==> src/rtl/voice_allocator.sv <==
// rtl/voice_allocator.sv - polyphonic voice allocator with retrigger, age-based stealing,
// sustain pedal and All-Notes-Off; per-voice outputs registered one cycle after each message.
module voice_allocator #(
  parameter int         VOICES    = 4,
  parameter int         AGE_WIDTH = 8,
  parameter logic [3:0] CHANNEL   = 4'd0,
  parameter bit         OMNI      = 1'b1
) (
  input  logic                  clock_50_000_000,
  input  logic                  reset_l,
  input  logic                  msg_valid,
  input  logic [3:0]            msg_type,
  input  logic [3:0]            msg_channel,
  input  logic [6:0]            data_byte1,
  input  logic [6:0]            data_byte2,
  output logic [VOICES*7-1:0]   voice_note,
  output logic [VOICES*7-1:0]   voice_velocity,
  output logic [VOICES-1:0]     voice_on,
  output logic [VOICES-1:0]     voice_update,
  output logic                  steal
);

  typedef enum logic [1:0] {IDLE = 2'd0, HELD = 2'd1, SUSTAINED = 2'd2} voice_state_t;

  localparam logic [AGE_WIDTH-1:0] AGE_MAX = '1;

  voice_state_t           state_q [VOICES];
  voice_state_t           state_d [VOICES];
  logic [6:0]             note_q  [VOICES];
  logic [6:0]             note_d  [VOICES];
  logic [6:0]             vel_q   [VOICES];
  logic [6:0]             vel_d   [VOICES];
  logic [AGE_WIDTH-1:0]   age_q   [VOICES];
  logic [AGE_WIDTH-1:0]   age_d   [VOICES];
  logic                   pedal_q, pedal_d;
  logic [VOICES-1:0]      update_q, update_d;
  logic                   steal_q, steal_d;

  logic accept, note_on, note_off, cc_msg;
  assign accept   = msg_valid && (OMNI || msg_channel == CHANNEL);
  assign note_on  = accept && msg_type == 4'h9 && data_byte2 != 7'd0;
  assign note_off = accept && (msg_type == 4'h8 || (msg_type == 4'h9 && data_byte2 == 7'd0));
  assign cc_msg   = accept && msg_type == 4'hB;

  // Candidate scan: strict '>' on age keeps the lowest index on ties.
  logic                 match_found, idle_found, sus_found, steal_sel;
  int                   match_idx, idle_idx, sus_idx, held_idx, target;
  logic [AGE_WIDTH-1:0] sus_age, held_age;

  always_comb begin
    match_found = 1'b0;
    match_idx   = 0;
    idle_found  = 1'b0;
    idle_idx    = 0;
    sus_found   = 1'b0;
    sus_idx     = 0;
    sus_age     = '0;
    held_idx    = 0;
    held_age    = '0;
    for (int i = 0; i < VOICES; i++) begin
      if (!match_found && state_q[i] != IDLE && note_q[i] == data_byte1) begin
        match_found = 1'b1;
        match_idx   = i;
      end
      if (!idle_found && state_q[i] == IDLE) begin
        idle_found = 1'b1;
        idle_idx   = i;
      end
      if (state_q[i] == SUSTAINED && (!sus_found || age_q[i] > sus_age)) begin
        sus_found = 1'b1;
        sus_idx   = i;
        sus_age   = age_q[i];
      end
      if (state_q[i] == HELD && (age_q[i] > held_age || held_idx == i && held_age == '0)) begin
        held_idx = i;
        held_age = age_q[i];
      end
    end
    steal_sel = !match_found && !idle_found;
    target    = match_found ? match_idx : idle_found ? idle_idx : sus_found ? sus_idx : held_idx;
  end

  always_comb begin
    state_d  = state_q;
    note_d   = note_q;
    vel_d    = vel_q;
    age_d    = age_q;
    pedal_d  = pedal_q;
    update_d = '0;
    steal_d  = 1'b0;
    if (note_on) begin
      steal_d = steal_sel;
      for (int i = 0; i < VOICES; i++) begin
        if (i == target) begin
          state_d[i]  = HELD;
          note_d[i]   = data_byte1;
          vel_d[i]    = data_byte2;
          age_d[i]    = '0;
          update_d[i] = 1'b1;
        end else if (state_q[i] != IDLE && age_q[i] != AGE_MAX) begin
          age_d[i] = age_q[i] + 1'b1;
        end
      end
    end else if (note_off) begin
      for (int i = 0; i < VOICES; i++) begin
        if (state_q[i] == HELD && note_q[i] == data_byte1) begin
          state_d[i]  = pedal_q ? SUSTAINED : IDLE;
          update_d[i] = !pedal_q;
        end
      end
    end else if (cc_msg && data_byte1 == 7'd64) begin
      pedal_d = data_byte2[6];
      if (pedal_q && !data_byte2[6]) begin
        for (int i = 0; i < VOICES; i++) begin
          if (state_q[i] == SUSTAINED) begin
            state_d[i]  = IDLE;
            update_d[i] = 1'b1;
          end
        end
      end
    end else if (cc_msg && data_byte1 == 7'd123) begin
      for (int i = 0; i < VOICES; i++) begin
        if (state_q[i] != IDLE) begin
          state_d[i]  = IDLE;
          update_d[i] = 1'b1;
        end
      end
    end
  end

  always_ff @(posedge clock_50_000_000 or negedge reset_l) begin
    if (!reset_l) begin
      for (int i = 0; i < VOICES; i++) begin
        state_q[i] <= IDLE;
        note_q[i]  <= '0;
        vel_q[i]   <= '0;
        age_q[i]   <= '0;
      end
      pedal_q  <= 1'b0;
      update_q <= '0;
      steal_q  <= 1'b0;
    end else begin
      state_q  <= state_d;
      note_q   <= note_d;
      vel_q    <= vel_d;
      age_q    <= age_d;
      pedal_q  <= pedal_d;
      update_q <= update_d;
      steal_q  <= steal_d;
    end
  end

  for (genvar g = 0; g < VOICES; g++) begin : g_out
    assign voice_note[g*7 +: 7]     = note_q[g];
    assign voice_velocity[g*7 +: 7] = vel_q[g];
    assign voice_on[g]              = state_q[g] != IDLE;
  end

  assign voice_update = update_q;
  assign steal        = steal_q;

endmodule
==> config.mk <==
export PLATFORM = sky130hd
export DESIGN_NAME = voice_allocator
export DESIGN_NICKNAME = d
export VERILOG_FILES = /design/src/rtl/voice_allocator.sv
export SDC_FILE = /design/constraint.sdc
export NUM_CORES = 1
export LEC_CHECK = 0
export BUFFER_PORTS_ARGS = -buffer_cell sky130_fd_sc_hd__buf_2
export CAP_MARGIN = 20
export CORE_ASPECT_RATIO = 0.5
export CORE_MARGIN = 2
export CORE_UTILIZATION = 45
export DETAILED_ROUTE_END_ITERATION = 16
export GPL_ROUTABILITY_DRIVEN = 0
export PLACE_DENSITY = 0.75
export SYNTH_ARGS = -nofsm -noshare
export SYNTH_HDL_FRONTEND = slang
export SYNTH_SLANG_ARGS = --single-unit
export TNS_END_PERCENT = 30
==> constraint.sdc <==
create_clock -name clock_50_000_000 -period 12.1 [get_ports clock_50_000_000]
set_input_delay 0.605 -clock clock_50_000_000 [delete_from_list [all_inputs] [get_ports clock_50_000_000]]
set_output_delay 0.605 -clock clock_50_000_000 [all_outputs]
set_load 0.05 [all_outputs]
# Word-level counts from Yosys, hierarchy flattened
# Index checks and enable logic that the tools add are counted.
[word_totals]
register_bits = 102
in_bits = 25
out_inout_bits = 65
word_cells = 243
[classes]
n_addsub = 4
order_cmp = 6
eq_ne = 39
mux = 84
bitwise = 2
n_reduce_logical = 89
[op_table]
columns = ["cell", "n"]
rows = [
  ["$mux W32", 9],
  ["$mux W8", 19],
  ["$eq A3 B32 Y1 const A", 2],
  ["$eq A32 B3 Y1 const B", 2],
  ["$gt A8 B8 Y1", 6],
  ["$mux W2", 19],
  ["$logic_and A1 B1 Y1", 35],
  ["$add A8 B1 Y8 const B", 4],
  ["$eq A2 B32 Y1 const A", 1],
  ["$logic_not A32 Y1", 1],
  ["$mux W1", 32],
  ["$ne A8 B8 Y1 const B", 4],
  ["$eq A7 B7 Y1", 4],
  ["$reduce_and A6 Y1", 4],
  ["$mux W4", 5],
  ["$reduce_bool A4 Y1", 5],
  ["$logic_not A8 Y1", 2],
  ["$ne A4 B3 Y1 const B", 4],
  ["$reduce_and A2 Y1", 8],
  ["$reduce_bool A2 Y1", 8],
  ["$eq A7 B7 Y1 const B", 2],
  ["$logic_not A1 Y1", 13],
  ["$eq A4 B4 Y1 const B", 3],
  ["$ne A3 B2 Y1 const B", 4],
  ["10 further kinds", 28],
]

# Depth between registers and ports, before layout
[depth]
depth_word = 21
mapped_depth = 32
ltp_nobuf = 27

# Least setup slack after synthesis
# No wires, ideal clock.
[synth_timing]
path_kind = "register -> register"
start = "register state_q[6] in the netlist's numbering"
end = "register vel_q (netlist bit voice_velocity[0])"
setup_time_ps = 125
t_arrival_ps = 6555
required_ps = 11975
path_slack_ps = 5421
path_stages_with_launch = 31
path_buffers = 7
period_less_slack_ps = 6679
path_cell_list = "dfrtp_1 -> nor2b_1 -> clkbuf_1 -> clkbuf_1 -> nand2_1 -> ha_1 -> nand4_1 -> a41oi_1 -> a21oi_1 -> or4b_1 -> buf_6 -> clkbuf_1 -> a31oi_1 -> ha_1 -> and4_1 -> nand2_1 -> and3_1 -> a32o_1 -> clkbuf_1 -> a21oi_1 -> ha_1 -> nor2b_1 -> o211ai_1 -> a21oi_1 -> o21ai_0 -> o2111ai_4 -> a31oi_4 -> and4_1 -> clkbuf_1 -> buf_2 -> mux2_2"
[synth_via]
elab_chain_len = 20
elab_cells_between_ends = 81
classes_between = "order compare (6); eq/ne (4); mux (33); reduce/logical (38)"
[synth_lines]
columns = ["item", "line_no", "source"]
rows = [
  ["from (decl)", "27", "voice_state_t state_q [VOICES];"],
  ["from (signal assigned)", "143", "state_q <= state_d;"],
  ["branches (longest 17 deep; another with $gt A8 B8 Y1)", "--", ""],
  ["$mux W32 *", "80", "target = match_found ? match_idx : idle_found ? idle_idx : sus_found ? sus_idx : held_idx;"],
  ["$logic_not A32 Y1 *", "94", "if (i == target) begin"],
  ["$reduce_and A2 Y1 (no line) *", "--", ""],
  ["to (signal assigned)", "145", "vel_q <= vel_d;"],
  ["to (decl)", "31", "logic [6:0] vel_q [VOICES];"],
]
# Every way passes the cells marked *.
# A chain may end at the register's enable or synchronous reset.

# Worst setup path in the final report
[layout_timing]
start = "register state_q[7] in the netlist's numbering"
end = "register note_q (netlist bit voice_note[3])"
[layout_via]
elab_chain_len = 20
elab_cells_between_ends = 81
classes_between = "order compare (6); eq/ne (4); mux (33); reduce/logical (38)"
[layout_lines]
columns = ["item", "line_no", "source"]
rows = [
  ["branches (longest 17 deep; another with $gt A8 B8 Y1)", "--", ""],
  ["$mux W32 *", "80", ""],
  ["$logic_not A32 Y1 *", "94", ""],
  ["$reduce_and A2 Y1 (no line) *", "--", ""],
  ["to (signal assigned)", "144", "note_q <= note_d;"],
  ["to (decl)", "29", "logic [6:0] note_q [VOICES];"],
]
# Marked as above.

==> impl_metrics.py <==
metrics = {
    "clocking": {
        "h_tree_depth": 3,
        "cts.reportedPaths.clkPinSlew_ns": 0.08,
        "cts_inserted_buffers": 9,
        "holdBufCountCts": 0,
        "cts_post_setup_buffers_inserted": 0,
        "cts_repair_resize_count": 0,
        "clk-insertion-delay-late_ns": 0.36,
        "clk_path_buf_depth": 2,
        "cts_num_sinks": 102,
        "cts_tree": "built",
        "cts-root-buf": "clkbuf_16",
    },
    "pwr": {
        "power.density_cell_area_nw_per_um2": 147.6,
        "total_power_mw": 1.122,
        "p_leak_nw": 3.670,
        "irDropWorstVdd_uv": 119.7,
    },
    "floorplanning": {
        "floorplan.rows": 31,
        "die_width_um": 176.7,
        "chipHeight_um": 90.37,
        "design.die.area_um2": 15970,
        "floorplan.io_pins": 90,
        "fp.coreArea_um2": 14510,
        "initial_core_util_pct": 46.28,
    },
    "finish": {
        "share_of_cells_above_drive_strength_1_pct": 23.26,
        "synthToLayoutAreaGrowth_pct": 13.19,
        "nets": 850,
        "layout.cells.most_common": "dfrtp_1",
        "area.sequential_um2": 2552,
        "layout.cells.most_common_list": "dfrtp_1, buf_2, nor2_1",
        "antennaDiodeCount": 0,
        "nFillCells": 1311,
        "multi_input_area_um2": 3941,
    },
    "sta": {
        "grt_setup_unrepaired": "false",
        "hold_fails_final_rpt": 0,
        "worst_hold_slack_ns": 0.1740,
        "max_slew.worst_pin.slew_ns": 1.102,
        "final_min_period_over_clock_period_pct": 63.94,
        "total_of_endpoints_with_negative_setup_slack_in_the_final_report": 0,
        "relSlewSlack_pct": 26.54,
        "period_minus_slack_ns": 7.737,
        "timing_max_transition_violations_final": 0,
        "max_freq_mhz": 129.2,
        "setup-tns-final_ns": 0,
        "fin_skew_ns": 0.01025,
    },
    "yosys": {
        "synth.yosys.warnings": 0,
        "post_synth_instance_area_um2": 6714,
        "postSynthNetCount": 780,
        "synth.yosys.seq_area_share_pct": 38.02,
        "post_synth_inst_count": 703,
        "postSynthAreaPerCell_um2": 9.550,
        "synth.lib_cells_used.distinct": 61,
        "async_flop_share_pct": 100.0,
        "synth_edf_count": 0,
        "ys_seq_elements": 102,
        "synth-main-ff-cell": "dfrtp_1",
    },
    "setup_path": {
        "critical_path_arrival_ns": 7.98,
        "critical_path_data_required_time_ns": 12.34,
        "start_kind": "register",
        "sort_of_element_at_the_end_of_the_critical_path": "register",
        "worst-setup-path-type": "reg -> reg",
        "critical_path_buf_inv_count": 1,
        "cp_slowest_cell": "and4_1",
        "critical-path-top-delay-family": "simple AND/OR/NAND/NOR gates",
        "crit_path_max_fanout": 24,
        "worst_path_largest_cell_delay_ns": 1.00,
    },
    "drt": {
        "drt-wirelength-per-cell_um": 17.22,
        "remaining_drc_errors": 0,
        "viasPerCell": 5.761,
        "drt_wl_total_mm": 16.80,
        "detailedRoute.firstPassIterationCount": 5,
        "initialDrtViolationCount": 402,
        "route.vias.total": 5623,
        "antenna_left": 0,
    },
    "grt": {
        "grt_max_degree": 72,
        "groute.usage.overall_pct": 21.81,
        "grt_pass1_vias": 5440,
        "grt_pass1_wl_mm": 27.90,
        "grt_overflow": 0,
        "initial_antenna_violation_count": 0,
    },
    "worst_hold_path": {
        "min_path_type": "in -> async",
    },
    "placed_design": {
        "buffer_ports.inserted": 85,
        "dp.final_hpwl_mm": 12.48,
    },
    "outcome": {
        "outcome": "finished, final reports clean",
    },
    "run": {
        "drv_cap": 0,
    },
}
-- area by class of cell --
| type | count | area share (%) |
|---|---|---|
| Clock buffer | 9 | 2.963 |
| Clock inverter | 7 | 0.9549 |
| Sequential cell | 102 | 33.59 |
| Tap cell | 198 | 3.260 |
| Multi-Input combinational cell | 547 | 51.86 |
| Inverter | 22 | 1.087 |
| Timing Repair Buffer | 91 | 6.289 |
-- metrics by stage --
step / cells / util [%] / setup slack, ns / area (µm²)
CTS: 974 / 52.25 / 4.447 / 7580
global placement: 958 / 50.20 / 4.701 / 7282
global route: 976 / 52.39 / 3.873 / 7600
finish: 976 / 52.39 / 4.363 / 7600
floorplan: 703 / - / 5.421 / 6714
detailed placement: 958 / 50.20 / 4.497 / 7282
-- synthesized netlist by cell type (9+ instances only) --
master / n / share of area, %
a21oi_1: 42 / 3.1
and3_1: 9 / 0.84
buf_2: 12 / 0.89
clkbuf_1: 18 / 1.0
dfrtp_1: 102 / 38
ha_1: 52 / 9.7
inv_1: 22 / 1.2
mux2_2: 52 / 8.7
mux2_4: 9 / 2.0
nand2_1: 69 / 3.9
nand4_1: 26 / 2.4
nor2_1: 73 / 4.1
nor2b_1: 11 / 1.0
nor3_1: 11 / 0.82
o21ai_0: 28 / 2.1
xnor2_1: 30 / 3.9
xor2_1: 22 / 2.9
-- registers in the layout, indices dropped and copies added, names as in the netlist --
name	flops
state_q	8
steal	1
voice_update	4
age_q	32
voice_velocity	28
voice_note	28
pedal_q	1
-- path summary, 6_finish.rpt --
| path | from | end | slack (ns) | cells after the start |
|---|---|---|---|---|
| max | state_q[7] | voice_note[3] | 4.36 | 25 |
| min | reset_l | voice_note[4] | 0.17 | 1 |
| max reg2reg | state_q[7] | voice_note[3] | 4.36 | 25 |
| min reg2reg | voice_velocity[23] | voice_velocity[23] | 0.50 | 1 |
| max in group asynchronous | reset_l | age_q[3] | 10.70 | 2 |
| min in group clock_50_000_000 | voice_velocity[23] | voice_velocity[23] | 0.50 | 1 |
-- logic make-up (layout without fill, tap and decap cells) --
| kind of cell | Yosys count | count (layout) | share of synthesized area (%) |
|---|---|---|---|
| compound gates | 132 | 132 | 12.97 |
| buf+inv | 54 | 129 | 3.466 |
| xor+xnor | 52 | 52 | 6.783 |
| simple gates | 247 | 247 | 17.89 |
| fa+ha+maj | 52 | 52 | 9.691 |
| flops | 102 | 102 | 38.02 |
| mux | 64 | 64 | 11.18 |
-- layer usage --
metal	wire length [µm]	track usage (%)
met1	7842	30.13
met2	7743	35.29
met3	1047	4.293
met4	170	5.303
met5	0	0
-- report_power, final --
group	total (mW)	switching, mW	leakage [nW]	internal (mW)
registers	0.430	0.0446	1.34	0.386
logic	0.398	0.269	2.19	0.129
clock network	0.293	0.147	0.149	0.147
total	1.12	0.460	3.67	0.661
(Power assumes the default switching activity.)
